[config.mk]
export PLATFORM = sky130hd
export DESIGN_NAME = key_tone_gen
export DESIGN_NICKNAME = d
export VERILOG_FILES = /design/src/rtl/key_tone_pkg.sv /design/src/rtl/tone_divider.sv /design/src/rtl/key_tone_gen.sv
export SDC_FILE = /design/constraint.sdc
export NUM_CORES = 1
export LEC_CHECK = 0
export CORE_MARGIN = 4
export CORE_UTILIZATION = 62
export DETAILED_ROUTE_END_ITERATION = 16
export HOLD_SLACK_MARGIN = 0.06
export PLACE_DENSITY = 0.8
export SYNTH_ARGS = -nofsm -noshare
export SYNTH_HDL_FRONTEND = slang
export SYNTH_SLANG_ARGS = --single-unit
[constraint.sdc]
create_clock -name clk -period 5.27 [get_ports clk]
set_clock_uncertainty 0.15 [all_clocks]
set_input_delay 1.054 -clock clk [delete_from_list [all_inputs] [get_ports clk]]
set_output_delay 1.054 -clock clk [all_outputs]
set_load 0.02 [all_outputs]
[src/rtl/key_tone_pkg.sv]
// Shared types, constants and the half-period helper for the keypad tone generator.
package key_tone_pkg;

  typedef enum logic [1:0] {
    IDLE = 2'd0,
    PLAY = 2'd1,
    GAP  = 2'd2
  } state_e;

  localparam logic [3:0] KEY_STOP = 4'd15;
  localparam int unsigned NUM_NOTES = 15;
  localparam int unsigned CNT_W = 32;

  // C major scale, C4..C6, in Hz
  localparam int unsigned NOTE_FREQ [0:14] = '{
    262, 294, 330, 349, 392, 440, 494, 523, 587, 659, 698, 784, 880, 988, 1047
  };

  // Square-wave half-period in clk cycles, floored, never below one cycle
  function automatic logic [CNT_W-1:0] note_half(input logic [3:0] idx, input int unsigned clk_hz);
    int unsigned h;
    if (idx == KEY_STOP) begin
      return CNT_W'(1);
    end
    h = clk_hz / (2 * NOTE_FREQ[idx]);
    return (h == 0) ? CNT_W'(1) : CNT_W'(h);
  endfunction

endpackage

[src/rtl/tone_divider.sv]
// Square-wave generator: toggles wave every half_period cycles while enabled.
module tone_divider
  import key_tone_pkg::*;
(
  input  logic             clk,
  input  logic             rst_n,
  input  logic             restart,
  input  logic [CNT_W-1:0] half_period,
  input  logic             en,
  output logic             wave
);

  logic [CNT_W-1:0] half_cnt_q, half_cnt_d;
  logic             wave_q, wave_d;

  always_comb begin
    half_cnt_d = half_cnt_q;
    wave_d     = wave_q;
    if (restart) begin
      // a fresh note always starts on the high half
      wave_d     = 1'b1;
      half_cnt_d = '0;
    end else if (!en) begin
      wave_d     = 1'b0;
      half_cnt_d = '0;
    end else if (half_cnt_q == half_period - CNT_W'(1)) begin
      wave_d     = ~wave_q;
      half_cnt_d = '0;
    end else begin
      half_cnt_d = half_cnt_q + CNT_W'(1);
    end
  end

  always_ff @(posedge clk) begin
    if (!rst_n) begin
      half_cnt_q <= '0;
      wave_q     <= 1'b0;
    end else begin
      half_cnt_q <= half_cnt_d;
      wave_q     <= wave_d;
    end
  end

  assign wave = wave_q;

endmodule

[src/rtl/key_tone_gen.sv]
// Plays one note per accepted key code: square wave for the note length, then a silent gap.
module key_tone_gen
  import key_tone_pkg::*;
#(
  parameter int unsigned CLK_HZ  = 50_000_000,
  parameter int unsigned NOTE_MS = 250,
  parameter int unsigned GAP_MS  = 20
) (
  input  logic       clk,
  input  logic       rst_n,
  input  logic [3:0] key_code,
  input  logic       key_valid,
  output logic       buzz,
  output logic       busy,
  output logic [3:0] note_idx,
  output logic       note_done
);

  localparam int unsigned NOTE_RAW = CLK_HZ / 1000 * NOTE_MS;
  localparam int unsigned GAP_RAW  = CLK_HZ / 1000 * GAP_MS;
  localparam int unsigned NOTE_CYC = (NOTE_RAW == 0) ? 1 : NOTE_RAW;
  localparam int unsigned GAP_CYC  = (GAP_RAW == 0) ? 1 : GAP_RAW;
  localparam logic [CNT_W-1:0] NOTE_LAST = CNT_W'(NOTE_CYC - 1);
  localparam logic [CNT_W-1:0] GAP_LAST  = CNT_W'(GAP_CYC - 1);

  state_e           state_q, state_d;
  logic [CNT_W-1:0] dur_q, dur_d;
  logic [3:0]       note_idx_q, note_idx_d;
  logic             note_done_q, note_done_d;
  logic             busy_q, busy_d;
  logic             restart_c;
  logic             tone_en_c;
  logic [CNT_W-1:0] half_tab [16];
  logic [CNT_W-1:0] half_c;

  // Half-period table folded to constants at elaboration
  for (genvar i = 0; i < 16; i++) begin : g_half
    localparam logic [CNT_W-1:0] HALF = note_half(4'(i), CLK_HZ);
    assign half_tab[i] = HALF;
  end

  assign half_c = half_tab[note_idx_q];

  always_comb begin
    state_d     = state_q;
    dur_d       = dur_q;
    note_idx_d  = note_idx_q;
    note_done_d = 1'b0;
    restart_c   = 1'b0;
    // a key strobe overrides any timer event on the same edge
    if (key_valid && key_code != KEY_STOP) begin
      restart_c  = 1'b1;
      note_idx_d = key_code;
      dur_d      = '0;
      state_d    = PLAY;
    end else if (key_valid) begin
      dur_d   = '0;
      state_d = IDLE;
    end else begin
      unique case (state_q)
        PLAY: begin
          if (dur_q == NOTE_LAST) begin
            dur_d       = '0;
            note_done_d = 1'b1;
            state_d     = GAP;
          end else begin
            dur_d = dur_q + CNT_W'(1);
          end
        end
        GAP: begin
          if (dur_q == GAP_LAST) begin
            dur_d   = '0;
            state_d = IDLE;
          end else begin
            dur_d = dur_q + CNT_W'(1);
          end
        end
        default: begin
          dur_d   = '0;
          state_d = IDLE;
        end
      endcase
    end
    busy_d    = (state_d != IDLE);
    tone_en_c = (state_d == PLAY);
  end

  always_ff @(posedge clk) begin
    if (!rst_n) begin
      state_q     <= IDLE;
      dur_q       <= '0;
      note_idx_q  <= '0;
      note_done_q <= 1'b0;
      busy_q      <= 1'b0;
    end else begin
      state_q     <= state_d;
      dur_q       <= dur_d;
      note_idx_q  <= note_idx_d;
      note_done_q <= note_done_d;
      busy_q      <= busy_d;
    end
  end

  tone_divider u_div (
    .clk        (clk),
    .rst_n      (rst_n),
    .restart    (restart_c),
    .half_period(half_c),
    .en         (tone_en_c),
    .wave       (buzz)
  );

  assign busy      = busy_q;
  assign note_idx  = note_idx_q;
  assign note_done = note_done_q;

endmodule

=== After elaboration in Yosys (flattened, before gate mapping) ===
Memories as Yosys holds them, arrays and structs flattened.
Index checks and enable logic that the tools add are counted.

* Output and inout bits: 7
* Flip-flop bits (word level): 73
* Bits of input ports: 7
* ROM bits: 512
* Memories kept: 1
* Word-level logic and storage cells: 45

* $lt $le $gt $ge: 1
* Equality and inequality tests: 8
* Mux-type cells: 15
* Bitwise operators: 5
* Reduce and logical (&&, ||, !) cells: 5
* Add/subtract/negate cells: 3

{| class="wikitable"
|+ Memory list
! memory !! depth !! bits a word !! read ports !! clocked after Yosys merged registers in !! wr ports !! line !! text
|-
| (name not given) || 16 || 32 || 1 || 0 || 0 || key_tone_gen.sv:42 || <nowiki>assign half_c = half_tab[note_idx_q];</nowiki>
|}

{| class="wikitable"
|+ Operators with widths
! kind !! count
|-
| 32-bit 2-to-1 mux || 4
|-
| 32-bit by 1-bit adder with 32-bit output, second input constant || 2
|-
| 32-bit case mux with 2 select lines || 1
|-
| 32-bit by 20-bit == test with 1-bit output, second input constant || 1
|-
| 32-bit by 24-bit == test with 1-bit output, second input constant || 1
|-
| 32-bit == test || 1
|-
| 32-bit by 1-bit subtractor with 32-bit output, second input constant || 1
|-
| 2-bit 2-to-1 mux || 4
|-
| 4-bit OR reduction || 2
|-
| 5-bit greater-or-equal comparator, second input constant || 1
|-
| 1-bit 2-to-1 mux || 5
|-
| 4-bit NOT with 5-bit output || 1
|-
| 2-bit by 1-bit == test with 1-bit output, second input constant || 2
|-
| 4-bit != test, second input constant || 1
|-
| 1-bit NOT || 4
|-
| 2-bit case mux with 2 select lines || 1
|-
| 3-bit != test, second input constant || 1
|-
| 3-bit OR reduction || 1
|-
| 2-bit == test, second input constant || 1
|-
| 2-bit nonzero test || 1
|-
| 1-bit logical AND || 1
|}

=== Depth between registers and ports, before layout ===
* Depth after elaboration: 9
* Gate-level depth with buffers: 15
* Depth with buffers taken out: 13

=== Modules after synthesis ===
Synthesis repeated with hierarchy kept, for this count alone.

* Cells, all modules: 664
* Area, all modules: 5403.9 µm²

{| class="wikitable"
|+ Modules (own cells, without submodules)
! module !! cells an instance !! instances !! sequential area each (µm²) !! area an instance (µm²)
|-
| tone_divider || 366 || 1 || 660.6 || 2905.3
|-
| key_tone_gen || 298 || 1 || 800.8 || 2498.6
|}

=== Worst setup path before layout ===
No wires, ideal clock.

* Path kind: register to register
* Start: register note_idx_q[0], in the netlist note_idx[0]
* End: register u_div.wave_q, in the netlist u_div.wave
* Clock period less this slack: 3.877 ns
* Path buffers: 0
* Library setup time: 0.134 ns
* Cell stages (with the launch flop): 14
* Slack: 1.393 ns
* Data arrival time: 3.593 ns
* Cell sequence: dfxtp_1 ha_1 inv_1 mux4_2 inv_1 ha_1 o21ai_0 nor3_4 nand4_4 nor3_1 o2111ai_1 a2111o_1 mux2i_1 or4_1

* Cells in the longest elaborated chain, start to end: 7

{| class="wikitable"
|+ RTL lines
! item !! line !! text
|-
| start, declared || key_tone_gen.sv:28 || <nowiki>logic [3:0] note_idx_q, note_idx_d;</nowiki>
|-
| start signal, assigned || key_tone_gen.sv:98 || <nowiki>note_idx_q <= note_idx_d;</nowiki>
|-
| 4-bit NOT with 5-bit output (implied by the code) || key_tone_gen.sv:42 ||
|-
| memory read 16 x 32 bit || - ||
|-
| 32-bit 2-to-1 mux (implied by the code) (2 in a row) || key_tone_gen.sv:42 ||
|-
| 32-bit by 1-bit subtractor with 32-bit output || tone_divider.sv:26 || <nowiki>end else if (half_cnt_q == half_period - CNT_W'(1)) begin</nowiki>
|-
| 32-bit == test || tone_divider.sv:26 ||
|-
| 3-bit != test (no source line) || - ||
|-
| end signal, assigned || tone_divider.sv:40 || <nowiki>wave_q <= wave_d;</nowiki>
|-
| end, declared || tone_divider.sv:14 || <nowiki>logic wave_q, wave_d;</nowiki>
|}

Every way passes these cells. The select of a mux whose other input is x is not followed.
A chain may end at the register's enable or synchronous reset.

=== Worst setup path after layout ===
* Start: register note_idx_q[1], in the netlist note_idx[1]
* End: register u_div.half_cnt_q[21]

* Cells in the longest elaborated chain, start to end: 7

{| class="wikitable"
|+ RTL lines
! item !! line !! text
|-
| 4-bit NOT with 5-bit output (implied by the code) || key_tone_gen.sv:42 ||
|-
| memory read 16 x 32 bit || - ||
|-
| 32-bit 2-to-1 mux (implied by the code) (2 in a row) || key_tone_gen.sv:42 ||
|-
| 32-bit by 1-bit subtractor with 32-bit output || tone_divider.sv:26 ||
|-
| 32-bit == test || tone_divider.sv:26 ||
|-
| 4-bit OR reduction (no source line) || - ||
|-
| end signal, assigned || tone_divider.sv:39 || <nowiki>half_cnt_q <= half_cnt_d;</nowiki>
|-
| end, declared || tone_divider.sv:13 || <nowiki>logic [CNT_W-1:0] half_cnt_q, half_cnt_d;</nowiki>
|}

Every way passes these cells. The select of a mux whose other input is x is not followed.

==> run summary <==
The run finished with clean final reports. The count of inserted antenna diode cells was 0. The sequential cells in the finished layout cover a total of 1460 sq um. Setup repair after global routing left no endpoint under its margin. Yosys printed 0 warnings. Routability-driven placement finished with a final weighted congestion of 0.871. In this run the vertical extent of the chip is 93.1 um. In the final layout, the share of cells above drive strength 1 is 14.2%. Layout filler cell count: 558. In the routed design, unresolved DRC markers number 0. Once the clock tree was built, the setup fixing pass inserted 0 buffers. For this run, the total global-route usage over all layers was measured as 22.0%.

Of all nets on the critical path, the largest fanout is 32. Data on the critical path is required at its endpoint by 5.34 ns. For this run, the leading register cell type out of synthesis is sky130_fd_sc_hd__dfxtp_1.

The number of distinct library cell variants in the gate-level netlist after synthesis is 65, and the number of nets in the synthesized netlist is 543. Sorting the synthesized cells by area gives the leading types as sky130_fd_sc_hd__dfxtp_1 (33%), sky130_fd_sc_hd__xor2_1 (8.6%), sky130_fd_sc_hd__xnor2_1 (5.7%), sky130_fd_sc_hd__nor2_1 (5.4%), sky130_fd_sc_hd__ha_1 (4.2%). For the finished layout, the period the worst path requires is 4.27 ns. From synthesis to final layout, the design area changed by 8.68%. The per-cell via count in the routed design came out at 5.68. The count of antenna-violating nets left after detailed routing came out at 0. At the pin with the least slew margin, the transition time is 0.791 ns. Total power: 0.00120 W. The number of enable flip-flop cells after synthesis works out to 0. The relative slew slack was 47.2%.

Yosys instantiated no cell more often than sky130_fd_sc_hd__dfxtp_1. The share of the Yosys chip area taken by registers is 32.6%. The logs give 33 for the maximum number of pins on one net before global-route repair and 553 for the number of nets at the end of the flow. The setup slack at placement came out at 1.06 ns. The number of buffers and inverters on the critical path is 3. In this run the power density over the cells is 245 nW/um^2.

The first element of the critical path was note_idx[1]. The number of hold buffers added after CTS was 0. The width of the chip works out to 93.1 um. The count of H-tree levels built during CTS is 3.

CTS placed an instance of sky130_fd_sc_hd__clkbuf_8 at the clock tree root. TritonCTS built the clock tree. Dividing the final minimum period by the clock period gives 81.0%. The total area of multi-input combinational cells came out at 2840 sq um. The total area inside the core boundary comes to 6910 sq um. Kind of cell with the highest combined delay on the critical path: compound AO/OA/AOI/OAI gates. The initial standard-cell utilization of the core is 64.9%. The tools report the element type at the critical path end as a register. The first global-routing pass estimated 15.5 mm of wire. In the synthesized netlist, the cells that appear most often are sky130_fd_sc_hd__dfxtp_1 (73), sky130_fd_sc_hd__nor2_1 (64), sky130_fd_sc_hd__xor2_1 (44).

The total die area is 8660 sq um, and the routed length per placed instance is 14.0 um. After clock tree synthesis, the clock-pin slew on the worst setup and hold paths is 0.08 ns. The fmax came out at 234 MHz.

Hold violation count in the final report: 0. The first detailed-routing pass ran for 4 iterations. The class of the tightest hold or removal check was reg2reg. The number of port buffers works out to 13. The detailed router placed 3588 vias in this run. Global routing finished with a remaining overflow of 0. In this design, the stage delay of the slowest critical-path cell is 0.67 ns.

The worst reg2reg path startpoint was note_idx[1]. After technology mapping, the gate count stands at 521. The total wire length after detailed routing was 8.84 mm. Detailed placement finished with a half-perimeter wire length of 6.58 mm. The launching element type of the critical path was a register. The run gives 0 as the number of pins with negative max-slew slack in the final report.

Counting every sink on the clock net gives 73. The violation count after the first detailed-routing iteration was 127. The highest ir drop seen on vdd was 0.000184 V; the synthesized area divided by synthesized cell count was 8.61 sq um.

Summed over all cells, the static leakage comes to 1.65 nW. For the number of global-route vias before repair, the log shows 3509. After layout, the worst setup slack is 1.00 ns.

The insertion delay of the later-clocked pin in the worst-skew pair was 0.35 ns; the fraction of registers with async set/reset was 0%. For this design the top-level I/O count stands at 14. Biggest area consumer among synthesized cells: sky130_fd_sc_hd__dfxtp_1.

At the worst endpoint, the arrival time is 4.34 ns. Placement row count: 30. Setup violations remaining at the end of the flow were counted as 0. The run gives 0.325 ns as the final-layout worst hold slack. Walking the worst path, the cells encountered are ha_1 > inv_1 > mux4_2 > inv_1 > ha_1 > o21ai_0 > nor3_4 > nand4_4 > nor3_1 > o2111ai_1 > a2111o_1 > o21ai_4 > buf_4 > nor2_2.

The total of cells resized after clock tree synthesis came out at 0. The startpoint identified for the worst hold timing path is dur_q[0]. The portion of synthesized cell area occupied by the leading cell type was 32.6%; the max capacitance violation total was 0. Initial antenna violation count: 0. By startpoint and endpoint, the worst setup path is classified as reg2reg. The cell area that synthesis handed to floorplanning was 4490 sq um. The cell with the largest stage delay on the worst path was sky130_fd_sc_hd__dfxtp_1. The tools report the aggregate negative setup slack as 0 ns.

Counting the buffers created by CTS gives 9. In this run, synthesis produced a sequential element count of 73. The maximum buffer depth of the clock tree is 2.
[cell usage in the layout, fill, tap and decap left out, types with 3 or more instances in the layout]
master | synthesis | final
sky130_fd_sc_hd__nand2_1 | 38 | 38
sky130_fd_sc_hd__nand2b_1 | 4 | 4
sky130_fd_sc_hd__nor2_1 | 64 | 64
sky130_fd_sc_hd__a211oi_1 | 3 | 3
sky130_fd_sc_hd__inv_1 | 16 | 16
sky130_fd_sc_hd__nand3_1 | 28 | 28
sky130_fd_sc_hd__nor4_1 | 8 | 8
sky130_fd_sc_hd__nor2b_1 | 7 | 7
sky130_fd_sc_hd__ha_1 | 15 | 15
sky130_fd_sc_hd__mux2i_1 | 14 | 14
sky130_fd_sc_hd__xnor2_1 | 29 | 29
sky130_fd_sc_hd__nor2_2 | 30 | 30
sky130_fd_sc_hd__clkbuf_8 | 0 | 10
sky130_fd_sc_hd__clkdlybuf4s50_1 | 0 | 13
sky130_fd_sc_hd__or4_1 | 3 | 3
sky130_fd_sc_hd__nor3_1 | 12 | 12
sky130_fd_sc_hd__and3_1 | 17 | 17
sky130_fd_sc_hd__or2_2 | 4 | 4
sky130_fd_sc_hd__buf_4 | 0 | 3
sky130_fd_sc_hd__a21oi_1 | 8 | 8
sky130_fd_sc_hd__and4_1 | 3 | 3
sky130_fd_sc_hd__and2_1 | 4 | 4
sky130_fd_sc_hd__nand4_1 | 9 | 9
sky130_fd_sc_hd__o21ai_0 | 10 | 10
sky130_fd_sc_hd__or3_1 | 7 | 7
sky130_fd_sc_hd__xor2_1 | 44 | 44
sky130_fd_sc_hd__mux4_2 | 4 | 4
sky130_fd_sc_hd__dfxtp_1 | 73 | 73
sky130_fd_sc_hd__nor3b_1 | 3 | 3
[worst paths after layout]
check / slack [ns] / to / cells past startpoint
worst max-delay path: 1.00 / u_div.half_cnt_q[21] / 14
worst min register to register: 0.32 / dur_q[0] / 1
worst min-delay path: 0.32 / dur_q[0] / 1
worst max register to register: 1.00 / u_div.half_cnt_q[21] / 14
[flip-flops by register name, indices dropped and copies added, names as in the netlist]
register	flops
busy	1
dur_q	32
u_div.wave	1
note_idx	4
u_div.half_cnt_q	32
note_done	1
state_q	2
[cell type report]
type	count	share of cell area (%)
clock inverters	6	1.85
well taps	96	2.46
multi-input cells	412	58.2
clock buffers	10	2.82
inverters	19	1.51
repair buffers	16	3.13
flip-flops and latches	73	30.0
[power by group]
part | total [W] | switching (W) | internal (W) | leakage, nW
sequential | 0.000564 | 0.00000958 | 0.000555 | 0.589
combinational | 0.000137 | 0.0000767 | 0.0000602 | 0.952
clock | 0.000494 | 0.000213 | 0.000281 | 0.113
[per-layer routing]
layer	track usage [%]	routed length, um	vias to the layer above
met1	26.2	3870	1692
li1	-	-	1822
met3	4.91	300	15
met4	7.81	153	0
met2	38.9	4520	59
met5	0	0	-
[cells by family (layout without fill, tap and decap cells)]
family,after synthesis,after routing,synth area share [%]
compound gates,49,49,8.51
fa+ha+maj,15,15,4.18
mux,20,20,5.63
simple gates,255,255,30.7
buf+inv,36,51,4.13
xor+xnor,73,73,14.3
flops,73,73,32.6
[through the flow]
step | cells | utilization, % | instance area [sq um]
floorplan | 521 | - | 4490
global placement | 616 | 67.3 | 4650
detailed placement | 616 | 67.3 | 4650
CTS | 632 | 70.6 | 4870
global route | 632 | 70.6 | 4870
finish | 632 | 70.6 | 4870
[worst reg2reg max path: stages (launching register included)]
cell and delay, ns:
sky130_fd_sc_hd__dfxtp_1 0.67, sky130_fd_sc_hd__ha_1 0.34, sky130_fd_sc_hd__inv_1 0.09, sky130_fd_sc_hd__mux4_2 0.52
sky130_fd_sc_hd__inv_1 0.08, sky130_fd_sc_hd__ha_1 0.17, sky130_fd_sc_hd__o21ai_0 0.17, sky130_fd_sc_hd__nor3_4 0.26
sky130_fd_sc_hd__nand4_4 0.22, sky130_fd_sc_hd__nor3_1 0.23, sky130_fd_sc_hd__o2111ai_1 0.14, sky130_fd_sc_hd__a2111o_1 0.42
sky130_fd_sc_hd__o21ai_4 0.15, sky130_fd_sc_hd__buf_4 0.43, sky130_fd_sc_hd__nor2_2 0.11
(Power assumes the default switching activity.)
